==> config.mk <==
export PLATFORM = sky130hd
export DESIGN_NAME = l1_mem_req_ctrl_flat
export DESIGN_NICKNAME = d
export VERILOG_FILES = /design/src/rtl/l1_mem_req_ctrl_if.sv /design/src/rtl/l1_mem_req_ctrl.sv /design/src/flat_wrapper.sv
export SDC_FILE = /design/constraint.sdc
export NUM_CORES = 1
export LEC_CHECK = 0
export ABC_AREA = 1
export BUFFER_PORTS_ARGS = -buffer_cell sky130_fd_sc_hd__buf_4
export CAP_MARGIN = 20
export CELL_PAD_IN_SITES_DETAIL_PLACEMENT = 1
export CELL_PAD_IN_SITES_GLOBAL_PLACEMENT = 2
export CORE_ASPECT_RATIO = 0.6
export CORE_UTILIZATION = 20
export DETAILED_ROUTE_END_ITERATION = 12
export HOLD_SLACK_MARGIN = 0.06
export PLACE_DENSITY_LB_ADDON = 0.1
export SLEW_MARGIN = 40
export SYNTH_ARGS = -nofsm -noshare
export SYNTH_HDL_FRONTEND = slang
export SYNTH_SLANG_ARGS = --single-unit
==> constraint.sdc <==
create_clock -name clk -period 2.5 [get_ports clk]
set_clock_uncertainty 0.15 [all_clocks]
set_input_delay 0 -clock clk [delete_from_list [all_inputs] [get_ports clk]]
set_output_delay 0 -clock clk [all_outputs]
set_load 0.01 [all_outputs]
==> src/rtl/l1_mem_req_ctrl_if.sv <==
// Handshake bundles around the L1 memory request controller.
// l1_req_if: pipeline request/response channel (master = pipeline, slave = controller).
// l1_mem_if: SRAM port (master = controller, slave = memory wrapper).

interface l1_req_if #(
    parameter int WIDTH = 32,
    parameter int AW    = 10
);
    logic             req_val;
    logic             req_rdy;
    logic             req_we;
    logic [AW-1:0]    req_addr;
    logic [WIDTH-1:0] req_wdata;
    logic             rsp_val;
    logic             rsp_rdy;
    logic [WIDTH-1:0] rsp_rdata;

    modport master (
        output req_val, req_we, req_addr, req_wdata, rsp_rdy,
        input  req_rdy, rsp_val, rsp_rdata
    );

    modport slave (
        input  req_val, req_we, req_addr, req_wdata, rsp_rdy,
        output req_rdy, rsp_val, rsp_rdata
    );
endinterface

interface l1_mem_if #(
    parameter int WIDTH = 32,
    parameter int AW    = 10
);
    logic             en;
    logic             we;
    logic [AW-1:0]    addr;
    logic [WIDTH-1:0] wdata;
    logic [WIDTH-1:0] rdata;
    logic             ready;

    modport master (
        output en, we, addr, wdata,
        input  rdata, ready
    );

    modport slave (
        input  en, we, addr, wdata,
        output rdata, ready
    );
endinterface

==> src/rtl/l1_mem_req_ctrl.sv <==
// Initiator-side controller for the self-initialising single-port L1 SRAM.
// Latency: writes single cycle, read data returned the cycle after acceptance.
// Backpressure: a one-entry hold register captures SRAM data when rsp_rdy is low;
// new requests are refused while a response is stalled or held.

module l1_mem_req_ctrl #(
    parameter int WIDTH = 32,
    parameter int DEPTH = 1024
) (
    input  logic     clk,
    input  logic     rst,
    l1_req_if.slave  req,
    l1_mem_if.master mem
);
    localparam int AW = $clog2(DEPTH);

    typedef enum logic {
        ST_INIT = 1'b0,
        ST_RUN  = 1'b1
    } state_t;

    state_t           state;
    state_t           state_nxt;
    logic             rd_pend_r;
    logic             hold_val_r;
    logic [WIDTH-1:0] hold_data_r;
    logic             stall;
    logic             accept;

    // A response is stalled if one is already held, or if this cycle's SRAM data is refused.
    assign stall  = hold_val_r | (rd_pend_r & ~req.rsp_rdy);
    assign accept = req.req_val & req.req_rdy;

    // State register: memory init handshake.
    always_ff @(posedge clk or posedge rst) begin
        if (rst) begin
            state <= ST_INIT;
        end else begin
            state <= state_nxt;
        end
    end

    // Next state: run only while the memory reports its init as done.
    always_comb begin
        state_nxt = state;
        case (state)
            ST_INIT: if (mem.ready)  state_nxt = ST_RUN;
            ST_RUN:  if (!mem.ready) state_nxt = ST_INIT;
            default: state_nxt = ST_INIT;
        endcase
    end

    // Outputs: SRAM drive on accept, response mux preferring the held word.
    always_comb begin
        req.req_rdy   = (state == ST_RUN) & ~stall;
        mem.en        = 1'b0;
        mem.we        = 1'b0;
        mem.addr      = '0;
        mem.wdata     = '0;
        if (accept) begin
            mem.en    = 1'b1;
            mem.we    = req.req_we;
            mem.addr  = req.req_addr[AW-1:0];
            mem.wdata = req.req_wdata;
        end
        req.rsp_val   = rd_pend_r | hold_val_r;
        if (hold_val_r) begin
            req.rsp_rdata = hold_data_r;
        end else if (rd_pend_r) begin
            req.rsp_rdata = mem.rdata;
        end else begin
            req.rsp_rdata = '0;
        end
    end

    // Read-in-flight flag: the SRAM data is valid exactly one cycle after a read enable.
    always_ff @(posedge clk or posedge rst) begin
        if (rst) begin
            rd_pend_r <= 1'b0;
        end else begin
            rd_pend_r <= accept & ~req.req_we;
        end
    end

    // Hold register: park SRAM data when the consumer refuses it, release on handshake.
    always_ff @(posedge clk or posedge rst) begin
        if (rst) begin
            hold_val_r  <= 1'b0;
            hold_data_r <= '0;
        end else if (rd_pend_r & ~req.rsp_rdy) begin
            hold_val_r  <= 1'b1;
            hold_data_r <= mem.rdata;
        end else if (hold_val_r & req.rsp_rdy) begin
            hold_val_r  <= 1'b0;
        end
    end

endmodule

==> src/flat_wrapper.sv <==
// flat-port wrapper written by rule: the top's interface ports become plain ports
module l1_mem_req_ctrl_flat 
#(
    parameter int WIDTH = 32,
    parameter int DEPTH = 1024
)
  (clk, rst, req_req_val, req_req_we, req_req_addr, req_req_wdata, req_rsp_rdy, req_req_rdy, req_rsp_val, req_rsp_rdata, mem_en, mem_we, mem_addr, mem_wdata, mem_rdata, mem_ready);
  l1_req_if #(.WIDTH(WIDTH), .AW((10))) req_i ();
  l1_mem_if #(.WIDTH(WIDTH), .AW((10))) mem_i ();
  input  logic clk;
  input  logic rst;
  input wire logic [$bits(req_i.req_val)-1:0] req_req_val;
  input wire logic [$bits(req_i.req_we)-1:0] req_req_we;
  input wire logic [$bits(req_i.req_addr)-1:0] req_req_addr;
  input wire logic [$bits(req_i.req_wdata)-1:0] req_req_wdata;
  input wire logic [$bits(req_i.rsp_rdy)-1:0] req_rsp_rdy;
  output wire logic [$bits(req_i.req_rdy)-1:0] req_req_rdy;
  output wire logic [$bits(req_i.rsp_val)-1:0] req_rsp_val;
  output wire logic [$bits(req_i.rsp_rdata)-1:0] req_rsp_rdata;
  output wire logic [$bits(mem_i.en)-1:0] mem_en;
  output wire logic [$bits(mem_i.we)-1:0] mem_we;
  output wire logic [$bits(mem_i.addr)-1:0] mem_addr;
  output wire logic [$bits(mem_i.wdata)-1:0] mem_wdata;
  input wire logic [$bits(mem_i.rdata)-1:0] mem_rdata;
  input wire logic [$bits(mem_i.ready)-1:0] mem_ready;
  assign req_i.req_val = req_req_val;
  assign req_i.req_we = req_req_we;
  assign req_i.req_addr = req_req_addr;
  assign req_i.req_wdata = req_req_wdata;
  assign req_i.rsp_rdy = req_rsp_rdy;
  assign req_req_rdy = req_i.req_rdy;
  assign req_rsp_val = req_i.rsp_val;
  assign req_rsp_rdata = req_i.rsp_rdata;
  assign mem_en = mem_i.en;
  assign mem_we = mem_i.we;
  assign mem_addr = mem_i.addr;
  assign mem_wdata = mem_i.wdata;
  assign mem_i.rdata = mem_rdata;
  assign mem_i.ready = mem_ready;
  l1_mem_req_ctrl #(.WIDTH(WIDTH), .DEPTH(DEPTH)) u_core (.clk(clk), .rst(rst), .req(req_i), .mem(mem_i));
endmodule
==> results.tsv <==
stage	metric	value	unit
placement	placed cells	591	
synthesis	Synth Area in Adders	0	%
sta	max_slew headroom	54.7	%
cts	clock sink count	35	
synthesis	XOR/XNOR share of the synthesized area	0	%
power_and_ir_drop	Lkg Pwr	0.00222	uW
synthesis	Synthesized Nets	393	
drt	vias after detailed routing	2478	
synthesis	share of synthesized area spent on multiplexers	0	%
cts	Worst-Skew Late Latency	0.28	ns
grt	met2 Track Usage GR	22.0	%
cts	Resize count post-CTS	0	
placement	GP Congestion	0.658	
setup_path	setup slack, reg-to-reg	0.85	ns
drt	DR DRC count	0	
sta	period utilization	82.4	%
hold_path	Worst Hold Class	in -> out	
synthesis	Synth cell types	17	
grt	global-route met3 utilization	4.07	%
cts	Max Buffers Root-to-Sink	2	
placement	DP HPWL	5420	um
grt	Top Usage Layer GRT	met2	
floorplanning	full die area	0.0110	sq mm
grt	first-pass GRT wire length	11500	um
grt	vias in the first global route	2448	
cts	TritonCTS clock tree	yes	
hold_path	Hold Startpoint	req_req_wdata[22]	
sta	worst slew pin tran	0.678	ns
grt	largest net degree at the start of global routing	67	
sta	final worst path period need	2.06	ns
floorplanning	Rows	28	
placement	Place WS	0.710	ns
sta	RSZ-0062 raised after global routing	no	
drt	1st-iter DRT viols	76	
synthesis	simple-gate portion of the synthesized area	22.6	%
cells_and_area	synthesis-to-finish area growth	81.7	%
sta	final hold vios	0	
drt	final wirelength	7400	um
grt	global route total overflow	0	
cells_and_area	layout cells sized above 1	35.4	%
synthesis	Syn Area/Cell	6.78	sq um
placement	PortBufs	157	
cells_and_area	antenna diode count	0	
synthesis	top cells by area, synth	dfrtp_1 41%, o21ai_0 15%, inv_1 14%, nand2_1 12%, nor2_1 7.1%	
grt	total global-route track usage	13.4	%
cts	clock-pin slew on the worst setup and hold paths	0.05	ns
setup_path	Critical Path Source Type	flop	
power_and_ir_drop	total power	1830	uW
drt	post-route antenna net violation count	0	
power_and_ir_drop	Max VDD drop	0.231	mV
cells_and_area	fin cells	635	
synthesis	Yosys warning count	0	
grt	antenna violations before repair	0	
synthesis	compound-gate portion of the synthesized area	15.3	%
cts	clock tree root driver cell	clkbuf_16	
drt	router iterations before antenna repair	4	
floorplanning	Die H	81.8	um
cells_and_area	Total Nets Final	579	
synthesis	Post-Syn Instances	313	
setup_path	Worst Reg2Reg Path Length in Cells	4	
synthesis	flops & latches, synth	35	
synthesis	largest family of logic cells by synthesized area	simple AND/OR/NAND/NOR gates	
cts	Post-CTS Setup Inserts	0	
setup_path	CP max FO	45	
power_and_ir_drop	PD cells	476	mW/mm^2
status	outcome	finished clean	
floorplanning	Starting Density	21.0	%
synthesis	Synth Cell Area	0.00212	sq mm
floorplanning	die width	135	um
setup_path	CP arrival	1.91	ns
flow_run	Max Cap Viol	0	
sta	TNS Setup	0	ns
synthesis	Seq/Total Area, Yosys	41.3	%
setup_path	Worst setup EP type	output port	
setup_path	R2R Path Start	u_core.hold_val_r	
cts	CTS Buf Count	5	
setup_path	Crit Path Class	reg -> out	
hold_path	Hold Crit Depth	4	
sta	Final Setup Violations	0	
cts	htree depth	2	
setup_path	critical path required time	2.35	ns
hold_path	Hold EP	mem_wdata[22]	
sta	Final Max Tran Viols	0	
synthesis	Synth top area share	41.3	%
floorplanning	core area	0.0101	sq mm
sta	Hold Slack	0.160	ns
sta	final setup margin	0.441	ns
setup_path	Worst R2R End	u_core.rd_pend_r	
grt	GR Util met1	16.9	%
cts	cts hold-fix bufs	36	
sta	Max Freq	486	MHz
synthesis	top cell type by total area after synthesis	dfrtp_1	
drt	WL per Instance	11.7	um
drt	routed vias/inst	3.90	
floorplanning	Top Ports	158	
[cell type report]
type	instances	area [sq um]
Inverter	80	300
Fill cell	1256	6230
Clock inverter	1	5.00
Clock buffer	7	133
Multi-Input combinational cell	180	805
Timing Repair Buffer	197	1570
Tap cell	135	169
Sequential cell	35	876
[state kept, by name, summed over array words and instances (netlist names)]
signal	cells
u_core.hold_val_r	1
u_core.state	1
u_core.rd_pend_r	1
u_core.hold_data_r	32
[cell usage after synthesis, drive strengths merged]
cell type and instances:
clkbuf 4, or2 1, dfrtp 35, buf 14, o21ai 65, inv 80
nand3 1, nor2 46, nand2 67
[worst max-delay path: stages (launching register included)]
cell,delay (ns)
dfrtp_1,0.38
buf_4,0.27
nor2_8,0.16
nand3_4,0.39
nor2_1,0.26
buf_4,0.16
[routing by layer]
layer  routed length [um]  up-vias
li1                     -     1281
met1                 3490     1116
met2                 3350       73
met3                  483        8
met4                   78        0
met5                    0        -
[where the power goes]
group | switching (uW) | internal [uW] | leakage, uW
Combinational | 231 | 269 | 0.00171
Clock | 227 | 368 | 0.0000679
Sequential | 57.6 | 682 | 0.000442
[logic make-up (layout without fill, tap and decap cells)]
group | Yosys count | in the layout
AND/OR/NAND/NOR | 115 | 115
AO/OA/AOI/OAI | 65 | 65
buffers and inverters | 98 | 285
flip-flops | 35 | 35
[placed cells by master (no fill, tap or decap), drive strengths merged]
cell,instances
buf,161
clkbuf,7
clkinv,1
dfrtp,35
dlygate4sd3,36
inv,80
nand2,67
nand3,1
nor2,46
o21ai,65
or2,1
[worst max path at each step]
stage,start,end,slack [ns],depth (start not counted)
2_1_floorplan,u_core.hold_val_r,req_rsp_rdata[0],1.30,5
3_3_place_gp,u_core.hold_val_r,req_rsp_rdata[18],0.75,5
3_5_place_dp,u_core.hold_val_r,mem_addr[3],0.71,5
4_1_cts,u_core.hold_val_r,mem_wdata[30],0.39,5
5_1_grt,u_core.hold_val_r,mem_wdata[1],0.25,5
6_report,u_core.hold_val_r,mem_wdata[30],0.44,5
[through the flow]
step / utilization (%) / instance area [sq um]
4_1_cts: 38.2 / 3860
3_3_place_gp: 33.3 / 3360
3_5_place_dp: 33.3 / 3360
5_1_grt: 38.2 / 3860
2_1_floorplan: - / 2120
6_report: 38.2 / 3860
Note: power is estimated with default switching activity, not from simulation.
